==> config.mk <==
export PLATFORM = sky130hd
export DESIGN_NAME = mips_fetch_pc_unit_flat
export DESIGN_NICKNAME = d
export VERILOG_FILES = /design/src/rtl/mips_fetch_pc_unit_if.sv /design/src/rtl/mips_fetch_pc_unit.sv /design/src/flat_wrapper.sv
export SDC_FILE = /design/constraint.sdc
export NUM_CORES = 1
export LEC_CHECK = 0
export CAP_MARGIN = 30
export CORE_AREA = 4 4 112 114
export CTS_CLUSTER_DIAMETER = 30
export DETAILED_ROUTE_END_ITERATION = 10
export DIE_AREA = 0 0 116 118
export PLACE_DENSITY_LB_ADDON = 0.3
export SYNTH_ARGS = -nofsm -noshare
export SYNTH_HDL_FRONTEND = slang
export SYNTH_SLANG_ARGS = --single-unit
==> constraint.sdc <==
create_clock -name clk -period 7.75 [get_ports clk]
set_clock_uncertainty 0.2 [all_clocks]
set_input_delay 1.1625 -clock clk [delete_from_list [all_inputs] [get_ports clk]]
set_output_delay 1.1625 -clock clk [all_outputs]
set_load 0.01 [all_outputs]
==> src/rtl/mips_fetch_pc_unit_if.sv <==
// Decode-to-fetch bus for the fetch PC unit: control word, operands, redirects
// and the fetch address/flush/stall outputs.
interface mips_fetch_pc_unit_if;
    logic [1:0]  ctl_action;
    logic [1:0]  ctl_condition;
    logic        dec_valid;
    logic [31:0] dec_pc;
    logic [15:0] dec_imm16;
    logic [25:0] dec_index26;
    logic [31:0] rs_value;
    logic [31:0] rt_value;
    logic        rs_ready;
    logic        rt_ready;
    logic        hold;
    logic        exc_valid;
    logic [31:0] exc_pc;
    logic [31:0] fetch_pc;
    logic        fetch_valid;
    logic        flush_ifid;
    logic        stall_dec;
    logic        misaligned;

    modport master (
        output ctl_action, ctl_condition, dec_valid, dec_pc, dec_imm16,
        output dec_index26, rs_value, rt_value, rs_ready, rt_ready,
        output hold, exc_valid, exc_pc,
        input  fetch_pc, fetch_valid, flush_ifid, stall_dec, misaligned
    );

    modport slave (
        input  ctl_action, ctl_condition, dec_valid, dec_pc, dec_imm16,
        input  dec_index26, rs_value, rt_value, rs_ready, rt_ready,
        input  hold, exc_valid, exc_pc,
        output fetch_pc, fetch_valid, flush_ifid, stall_dec, misaligned
    );
endinterface

==> src/rtl/mips_fetch_pc_unit.sv <==
// Fetch PC owner: resolves decode-stage branches/jumps and exception redirects.
// Define MIPS_FETCH_PC_DELAY_SLOT_EN to keep the delay-slot instruction on taken.
module mips_fetch_pc_unit #(
    parameter logic [31:0] RESET_VECTOR = 32'hBFC0_0000,
    parameter int          ADDR_W       = 32
) (
    input logic                clk,
    input logic                rst_n,
    mips_fetch_pc_unit_if.slave bus
);

`ifdef MIPS_FETCH_PC_DELAY_SLOT_EN
    localparam bit DELAY_SLOT = 1'b1;
`else
    localparam bit DELAY_SLOT = 1'b0;
`endif

    typedef enum logic [1:0] {
        BOOT = 2'd0,
        RUN  = 2'd1,
        WAIT = 2'd2
    } state_t;

    state_t            state;
    logic [ADDR_W-1:0] pc_q;
    logic              valid_q;
    logic              mis_q;

    logic [ADDR_W-1:0] seq;
    logic [ADDR_W-1:0] br_tgt;
    logic [ADDR_W-1:0] j_tgt;
    logic [ADDR_W-1:0] target;
    logic [ADDR_W-1:0] next_pc;
    logic              need_ops;
    logic              ops_ok;
    logic              taken;
    logic              blocked;
    logic              active;

    assign seq    = bus.dec_pc + 32'd4;
    assign br_tgt = seq + {{14{bus.dec_imm16[15]}}, bus.dec_imm16, 2'b00};
    assign j_tgt  = {seq[31:28], bus.dec_index26, 2'b00};

    always_comb begin
        need_ops = 1'b0;
        ops_ok   = 1'b1;
        taken    = 1'b0;
        target   = seq;
        if (bus.dec_valid) begin
            unique case (bus.ctl_action)
                2'd1: begin
                    taken  = 1'b1;
                    target = j_tgt;
                end
                2'd2: begin
                    need_ops = 1'b1;
                    ops_ok   = bus.rs_ready;
                    taken    = 1'b1;
                    target   = bus.rs_value;
                end
                2'd3: begin
                    target = br_tgt;
                    // Condition 3 is reserved and behaves as an untaken None.
                    unique case (bus.ctl_condition)
                        2'd1: begin
                            need_ops = 1'b1;
                            ops_ok   = bus.rs_ready && bus.rt_ready;
                            taken    = bus.rs_value == bus.rt_value;
                        end
                        2'd2: begin
                            need_ops = 1'b1;
                            ops_ok   = bus.rs_ready && bus.rt_ready;
                            taken    = bus.rs_value != bus.rt_value;
                        end
                        default: ;
                    endcase
                end
                default: ;
            endcase
        end
    end

    assign blocked = need_ops && !ops_ok;
    assign active  = state != BOOT;
    assign next_pc = bus.exc_valid ? bus.exc_pc
                   : taken         ? target
                   :                 pc_q + 32'd4;

    assign bus.stall_dec  = active && !bus.exc_valid
                         && (bus.hold || blocked);
    assign bus.flush_ifid = active && (bus.exc_valid
                         || (!bus.hold && !blocked && taken && !DELAY_SLOT));

    always_ff @(posedge clk or negedge rst_n) begin
        if (!rst_n) begin
            state   <= BOOT;
            pc_q    <= RESET_VECTOR;
            valid_q <= 1'b0;
            mis_q   <= 1'b0;
        end else begin
            unique case (state)
                BOOT: begin
                    valid_q <= 1'b1;
                    state   <= RUN;
                end
                default: begin
                    if (bus.exc_valid) begin
                        pc_q  <= next_pc;
                        mis_q <= next_pc[1:0] != 2'b00;
                        state <= RUN;
                    end else if (bus.hold) begin
                        state <= state;
                    end else if (blocked) begin
                        state <= WAIT;
                    end else begin
                        pc_q  <= next_pc;
                        mis_q <= next_pc[1:0] != 2'b00;
                        state <= RUN;
                    end
                end
            endcase
        end
    end

    assign bus.fetch_pc    = pc_q;
    assign bus.fetch_valid = valid_q;
    assign bus.misaligned  = mis_q;

endmodule

==> src/flat_wrapper.sv <==
// flat-port wrapper written by rule: the top's interface ports become plain ports
module mips_fetch_pc_unit_flat 
#(
    parameter logic [31:0] RESET_VECTOR = 32'hBFC0_0000,
    parameter int          ADDR_W       = 32
)
  (clk, rst_n, bus_ctl_action, bus_ctl_condition, bus_dec_valid, bus_dec_pc, bus_dec_imm16, bus_dec_index26, bus_rs_value, bus_rt_value, bus_rs_ready, bus_rt_ready, bus_hold, bus_exc_valid, bus_exc_pc, bus_fetch_pc, bus_fetch_valid, bus_flush_ifid, bus_stall_dec, bus_misaligned);
  mips_fetch_pc_unit_if bus_i ();
  input logic clk;
  input logic rst_n;
  input wire logic [$bits(bus_i.ctl_action)-1:0] bus_ctl_action;
  input wire logic [$bits(bus_i.ctl_condition)-1:0] bus_ctl_condition;
  input wire logic [$bits(bus_i.dec_valid)-1:0] bus_dec_valid;
  input wire logic [$bits(bus_i.dec_pc)-1:0] bus_dec_pc;
  input wire logic [$bits(bus_i.dec_imm16)-1:0] bus_dec_imm16;
  input wire logic [$bits(bus_i.dec_index26)-1:0] bus_dec_index26;
  input wire logic [$bits(bus_i.rs_value)-1:0] bus_rs_value;
  input wire logic [$bits(bus_i.rt_value)-1:0] bus_rt_value;
  input wire logic [$bits(bus_i.rs_ready)-1:0] bus_rs_ready;
  input wire logic [$bits(bus_i.rt_ready)-1:0] bus_rt_ready;
  input wire logic [$bits(bus_i.hold)-1:0] bus_hold;
  input wire logic [$bits(bus_i.exc_valid)-1:0] bus_exc_valid;
  input wire logic [$bits(bus_i.exc_pc)-1:0] bus_exc_pc;
  output wire logic [$bits(bus_i.fetch_pc)-1:0] bus_fetch_pc;
  output wire logic [$bits(bus_i.fetch_valid)-1:0] bus_fetch_valid;
  output wire logic [$bits(bus_i.flush_ifid)-1:0] bus_flush_ifid;
  output wire logic [$bits(bus_i.stall_dec)-1:0] bus_stall_dec;
  output wire logic [$bits(bus_i.misaligned)-1:0] bus_misaligned;
  assign bus_i.ctl_action = bus_ctl_action;
  assign bus_i.ctl_condition = bus_ctl_condition;
  assign bus_i.dec_valid = bus_dec_valid;
  assign bus_i.dec_pc = bus_dec_pc;
  assign bus_i.dec_imm16 = bus_dec_imm16;
  assign bus_i.dec_index26 = bus_dec_index26;
  assign bus_i.rs_value = bus_rs_value;
  assign bus_i.rt_value = bus_rt_value;
  assign bus_i.rs_ready = bus_rs_ready;
  assign bus_i.rt_ready = bus_rt_ready;
  assign bus_i.hold = bus_hold;
  assign bus_i.exc_valid = bus_exc_valid;
  assign bus_i.exc_pc = bus_exc_pc;
  assign bus_fetch_pc = bus_i.fetch_pc;
  assign bus_fetch_valid = bus_i.fetch_valid;
  assign bus_flush_ifid = bus_i.flush_ifid;
  assign bus_stall_dec = bus_i.stall_dec;
  assign bus_misaligned = bus_i.misaligned;
  mips_fetch_pc_unit #(.RESET_VECTOR(RESET_VECTOR), .ADDR_W(ADDR_W)) u_core (.clk(clk), .rst_n(rst_n), .bus(bus_i));
endmodule
==> results.py <==
metrics = {
    "status": {
        "status": "complete, no violations",
    },
    "clocking": {
        "cts_max_level": 2,
        "cts_setup_buffers": 0,
        "cts_tree": "done",
        "insertion_delay_ps": 280,
        "path_clk_slew_ps": 50,
        "clock_sinks": 36,
        "hold_buffers": 0,
        "cts-resized-gates": 0,
        "cts_max_path_buffers": 2,
        "root_buffer": "clkbuf_16",
        "cts_buffers": 5,
    },
    "timing": {
        "worst_pin_slew_ps": 1040,
        "period_minus_slack_ps": 5900,
        "min_period_over_period": 0.761,
        "drv_slew": 0,
        "hold_viol_final": 0,
        "tns_ps": 0,
        "holdWs_ps": 271,
        "fmax_ghz": 0.170,
        "maxSlewHeadroom": 0.306,
        "setup_viol": 0,
        "rsz0062_at_grt": "no",
    },
    "setup_path": {
        "criticalPathCategory": "in2out",
        "worstPathMaxFanout": 22,
        "r2r_start": "u_core.bus.fetch_pc[7]$_DFFE_PN0P_",
        "critical_path_arrival_ps": 4540,
        "cp.required_ps": 6390,
        "regToRegEndpoint": "u_core.bus.fetch_pc[28]$_DFFE_PN1P_",
        "crit_start": "bus_rs_value[4]",
        "max_stage_delay_ps": 720,
        "slowest_stage": "a221o_1",
        "startpoint_type": "primary input",
        "r2r_setup_slack_ps": 4660,
        "cp_cell_sequence": "clkdlybuf4s50_1 -> xor2_1 -> nor4_1 -> nand4_1 -> nor3_1 -> a221o_1 -> nor2_1 -> nor2_1 -> clkdlybuf4s50_1",
        "reg2reg_depth": 9,
        "crit_path_end": "bus_flush_ifid",
        "end_kind": "primary output",
    },
    "detailed_routing": {
        "via_per_inst": 6.44,
        "wl_um": 22200,
        "num_vias": 7028,
        "wire_per_inst_um": 20.3,
        "drc": 0,
        "ant_nets": 0,
        "drt_iter0_markers": 742,
        "first_pass_iters": 9,
    },
    "floorplan": {
        "io_pins": 217,
        "die_x_um": 116,
        "die-area_sq_um": 13700,
        "core-area_sq_um": 11400,
        "die_y_um": 118,
        "start_util": 0.490,
        "rows": 39,
    },
    "final_layout": {
        "final_cell_mix": "clkdlybuf4s50_1 (216), nand2_1 (66), nor2_1 (61), a21oi_1 (61)",
        "fill_cells": 967,
        "final_common_cell": "clkdlybuf4s50_1",
        "syn2layout_area_growth_pct": 43.5,
        "drive_above_1_share": 0.0390,
        "fin_nets": 1172,
        "diodes": 0,
    },
    "placed_design": {
        "gp_congestion": 1.04,
        "portBuffers": 216,
        "place.detailed.hpwl_um": 17800,
    },
    "hold_path": {
        "hp-class": "reg2reg",
    },
    "synth": {
        "synthesis.nets": 977,
        "synthDistinctLibCells": 70,
        "synth-seq-cells": 36,
        "seq_area_frac_synth": 0.163,
        "synthArstFlopShare": 1.00,
        "ys.flop_type": "dfrtp_1",
        "synth_warnings": 0,
        "syn_inst": 753,
        "synthesis.area_sq_um": 5590,
        "synth_edf_count": 0,
        "synth.avg_cell_area_sq_um": 7.42,
    },
    "grt": {
        "overflow": 0,
        "grt_use_total": 0.313,
        "antenna_found_initial": 0,
        "first_global_vias": 6483,
        "grt_max_degree": 61,
        "grt_pass1_wl_um": 34200,
    },
    "power_and_ir_drop": {
        "vdd_drop_max_mv": 0.130,
        "leakage_nw": 3.07,
        "power_density_nw_per_um2": 133,
    },
    "flow_run": {
        "maxCapViolCount": 0,
    },
}
power by group:
group          internal (mW)  leakage, nW  switching [mW]  total (mW)
Combinational          0.290         2.60           0.284       0.575
Sequential             0.234        0.400          0.0551       0.289
Clock                  0.127       0.0766          0.0776       0.204
Total                  0.651         3.07           0.417        1.07
critical path: cells and delay by family:
family | cells | cell delay, ps
AOI/OAI and AO/OA | 1 | 720
buffers and inverters | 2 | 1120
xor gates and xnor gates | 1 | 200
and+or+nand+nor | 5 | 1340
per-stage QoR:
step	total power, mW	instances	instance area (sq um)	util	setup slack [ps]
2_1_floorplan	0.571	753	5590	-	3430
3_3_place_gp	0.840	1083	7850	0.687	2060
3_5_place_dp	0.851	1084	7880	0.690	1920
4_1_cts	1.06	1092	8020	0.703	1900
5_1_grt	1.13	1092	8020	0.703	1680
6_report	1.07	1092	8020	0.703	1850
logic make-up (layout without fill, tap and decap cells):
group           Yosys count  after routing  synth area share
buf+inv                  61            257            0.0436
simple gates            281            281             0.250
compound gates          245            245             0.309
xor+xnor                 86             86             0.135
flops                    36             36             0.163
mux                       1              1           0.00179
fa+ha+maj                43             43            0.0976
cells in the mapped netlist (all sizes together) (19+ instances only):
library cell  number  area [sq um]
nand2             66           248
nor2              62           235
a21oi             61           305
xnor2             43           377
xor2              43           377
ha                42           526
nand3             42           210
o21ai             39           195
dfrtp             27           676
inv               25          93.8
clkbuf            24          90.1
nor3              20           100
nand4             19           119
final cells by class:
cell class	instances	area [sq um]	area share
flip-flops and latches	36	912	0.114
repair buffers	224	2240	0.279
clock buffers	6	139	0.0173
well taps	143	179	0.0223
multi-input cells	656	4450	0.554
clock inverters	2	10.0	0.00125
inverters	25	93.8	0.0117
worst min-delay path by stage:
| stage | cells past startpoint | end | start |
|---|---|---|---|
| 6_report | 1 | u_core.bus.fetch_valid$_DFFE_PN0P_ | u_core.bus.fetch_valid$_DFFE_PN0P_ |
| 5_1_grt | 1 | u_core.bus.fetch_valid$_DFFE_PN0P_ | u_core.bus.fetch_valid$_DFFE_PN0P_ |
| 4_1_cts | 1 | u_core.bus.fetch_valid$_DFFE_PN0P_ | u_core.bus.fetch_valid$_DFFE_PN0P_ |
| 3_5_place_dp | 1 | u_core.bus.fetch_valid$_DFFE_PN0P_ | u_core.bus.fetch_valid$_DFFE_PN0P_ |
| 3_3_place_gp | 1 | u_core.bus.fetch_valid$_DFFE_PN0P_ | u_core.bus.fetch_valid$_DFFE_PN0P_ |
| 2_1_floorplan | 1 | u_core.state[0]$_DFFE_PN0P_ | u_core.state[0]$_DFFE_PN0P_ |
per-layer routing:
layer	vias to the layer above	GRT usage	routed length, um
met1	3183	0.414	8410
met4	0	0.129	1060
li1	3261	-	-
met5	-	0	0
met3	83	0.0864	3030
met2	501	0.474	9700
registers in the layout, summed over array words and instances (netlist names):
name and cells:
u_core.state 2, u_core.bus.fetch_valid 1, u_core.bus.fetch_pc 32, u_core.bus.misaligned 1
(Power assumes the default switching activity.)
==> edit (same flow settings) <==
`RESET_VECTOR` is set to 32'hBFC0_0000 in 2 places; all go to 32'h8FD00000.
--- a/src/rtl/mips_fetch_pc_unit.sv
+++ b/src/rtl/mips_fetch_pc_unit.sv
@@ -1,7 +1,7 @@
 // Fetch PC owner: resolves decode-stage branches/jumps and exception redirects.
 // Define MIPS_FETCH_PC_DELAY_SLOT_EN to keep the delay-slot instruction on taken.
 module mips_fetch_pc_unit #(
-    parameter logic [31:0] RESET_VECTOR = 32'hBFC0_0000,
+    parameter logic [31:0] RESET_VECTOR = 32'h8FD00000,
     parameter int          ADDR_W       = 32
 ) (
     input logic                clk,
--- a/src/flat_wrapper.sv
+++ b/src/flat_wrapper.sv
@@ -1,7 +1,7 @@
 // flat-port wrapper written by rule: the top's interface ports become plain ports
 module mips_fetch_pc_unit_flat 
 #(
-    parameter logic [31:0] RESET_VECTOR = 32'hBFC0_0000,
+    parameter logic [31:0] RESET_VECTOR = 32'h8FD00000,
     parameter int          ADDR_W       = 32
 )
   (clk, rst_n, bus_ctl_action, bus_ctl_condition, bus_dec_valid, bus_dec_pc, bus_dec_imm16, bus_dec_index26, bus_rs_value, bus_rt_value, bus_rs_ready, bus_rt_ready, bus_hold, bus_exc_valid, bus_exc_pc, bus_fetch_pc, bus_fetch_valid, bus_flush_ifid, bus_stall_dec, bus_misaligned);
Formal check against the unedited RTL: not equivalent (Yosys sat finds a counterexample within 4 cycles, from zero or initial values and one cycle with rst_n low).
==> edit against the unedited design <==
Total power up 2.3%; sequential power barely moved; combinational power is essentially flat; worst hold slack improved by 9.2 ps; setup slack got worse by 160 ps; global-route usage fell by 0.54 points; critical path depth up 1; maximum frequency shrank 2.6%; synthesized area hardly changed; clock power rose by 13%; sequential cell count unchanged; final area about the same; wire length is 1.0% lower; critical path type unchanged; largest cell class unchanged; highest routed layer unchanged.
==> edit: results (changes against the unedited design) <==
stage,metric,value,unit,change
global_routing,use_met3,4.22,%,-4.4 points
status,status,completed,,
detailed_routing,dr.pass1.iters,8,,-1
placed_design,port-buffer-count,216,,unchanged
worst_setup_path,cp_data_arrival_time,4690,ps,+150 ps
power,switching_share,38.3,%,-0.71 points
power,ir_drop,160,uV,+23%
placed_design,post-place-ws,1720,ps,-198 ps
detailed_routing,first_iter_violations,932,,+26%
power,pg_clk,0.231,mW,+13%
yosys,synthMuxAreaShare,0.179,%,about the same
global_routing,grt_pass1_vias,6476,,-0.11%
worst_setup_path,critPathTopFamily,buffers and inverters,,
worst_setup_path,r2r-end,u_core.bus.fetch_pc[28],,
cells_and_area,drive_gt1_share,3.69,%,-0.21 points
worst_setup_path,ff2ff_setup_slack,4860,ps,+200 ps
yosys,avgSynthCellArea,7.42,um^2,about the same
yosys,synth-compound-area-share,30.9,%,about the same
placed_design,hpwl,17.7,mm,-0.46%
detailed_routing,wl_met3,2.68,mm,-11%
worst_setup_path,worstReg2RegStart,u_core.bus.fetch_pc[7],,
placed_design,post_dp_cell_area,0.00785,mm^2,-0.27%
yosys,synth_adder_area_share,9.76,%,about the same
power,leakagePower,3.07,nW,-0.10%
yosys,synthXorXnorAreaFrac,13.5,%,about the same
global_routing,use_met2,49.2,%,+1.7 points
timing,post-route-min-period,6050,ps,+156 ps
detailed_routing,wl_met2,9.96,mm,+2.7%
global_routing,grt.total_usage,30.7,%,-0.54 points
detailed_routing,wl_met1,8.57,mm,+2.0%
worst_setup_path,crit_path_max_fanout,25,,+14%
global_routing,grtUsageMet1,42.4,%,+0.99 points
detailed_routing,vias,6946,,-1.2%
yosys,synth.area.top_cells,"dfrtp_1 13%, ha_1 9.4%, xnor2_1 6.7%, xor2_1 6.7%, a21oi_1 5.5%",,
power,switchingPower,0.419,mW,+0.47%
global_routing,grt_pass1_wl,33.9,mm,-0.63%
power,comb_power_share,52.4,%,-1.4 points
yosys,seq_area_frac_synth,16.3,%,-0.019 points
edit: changes by cell type after synthesis:
cell	unedited run	this run
dfstp_2	9	8
dfrtp_1	27	28
edit: worst min path at each step:
stage | depth (start not counted) | slack, ps | startpoint | end
after global placement | 1 | 250 | u_core.bus.fetch_valid | u_core.bus.fetch_valid
final | 1 | 280 | u_core.bus.fetch_valid | u_core.bus.fetch_valid
after detailed placement | 1 | 280 | u_core.bus.fetch_valid | u_core.bus.fetch_valid
after CTS | 1 | 290 | u_core.bus.fetch_valid | u_core.bus.fetch_valid
after floorplan | 1 | 290 | u_core.state[0] | u_core.state[0]
after global routing | 1 | 300 | u_core.bus.fetch_valid | u_core.bus.fetch_valid
edit: area by class of cell:
type	count	area [um^2]
clock buffer	6	129
multi-input combinational	656	4450
tap	143	179
timing repair buffer	224	2220
inverter	25	93.8
fill	966	3400
clock inverter	2	35.0
sequential	36	911
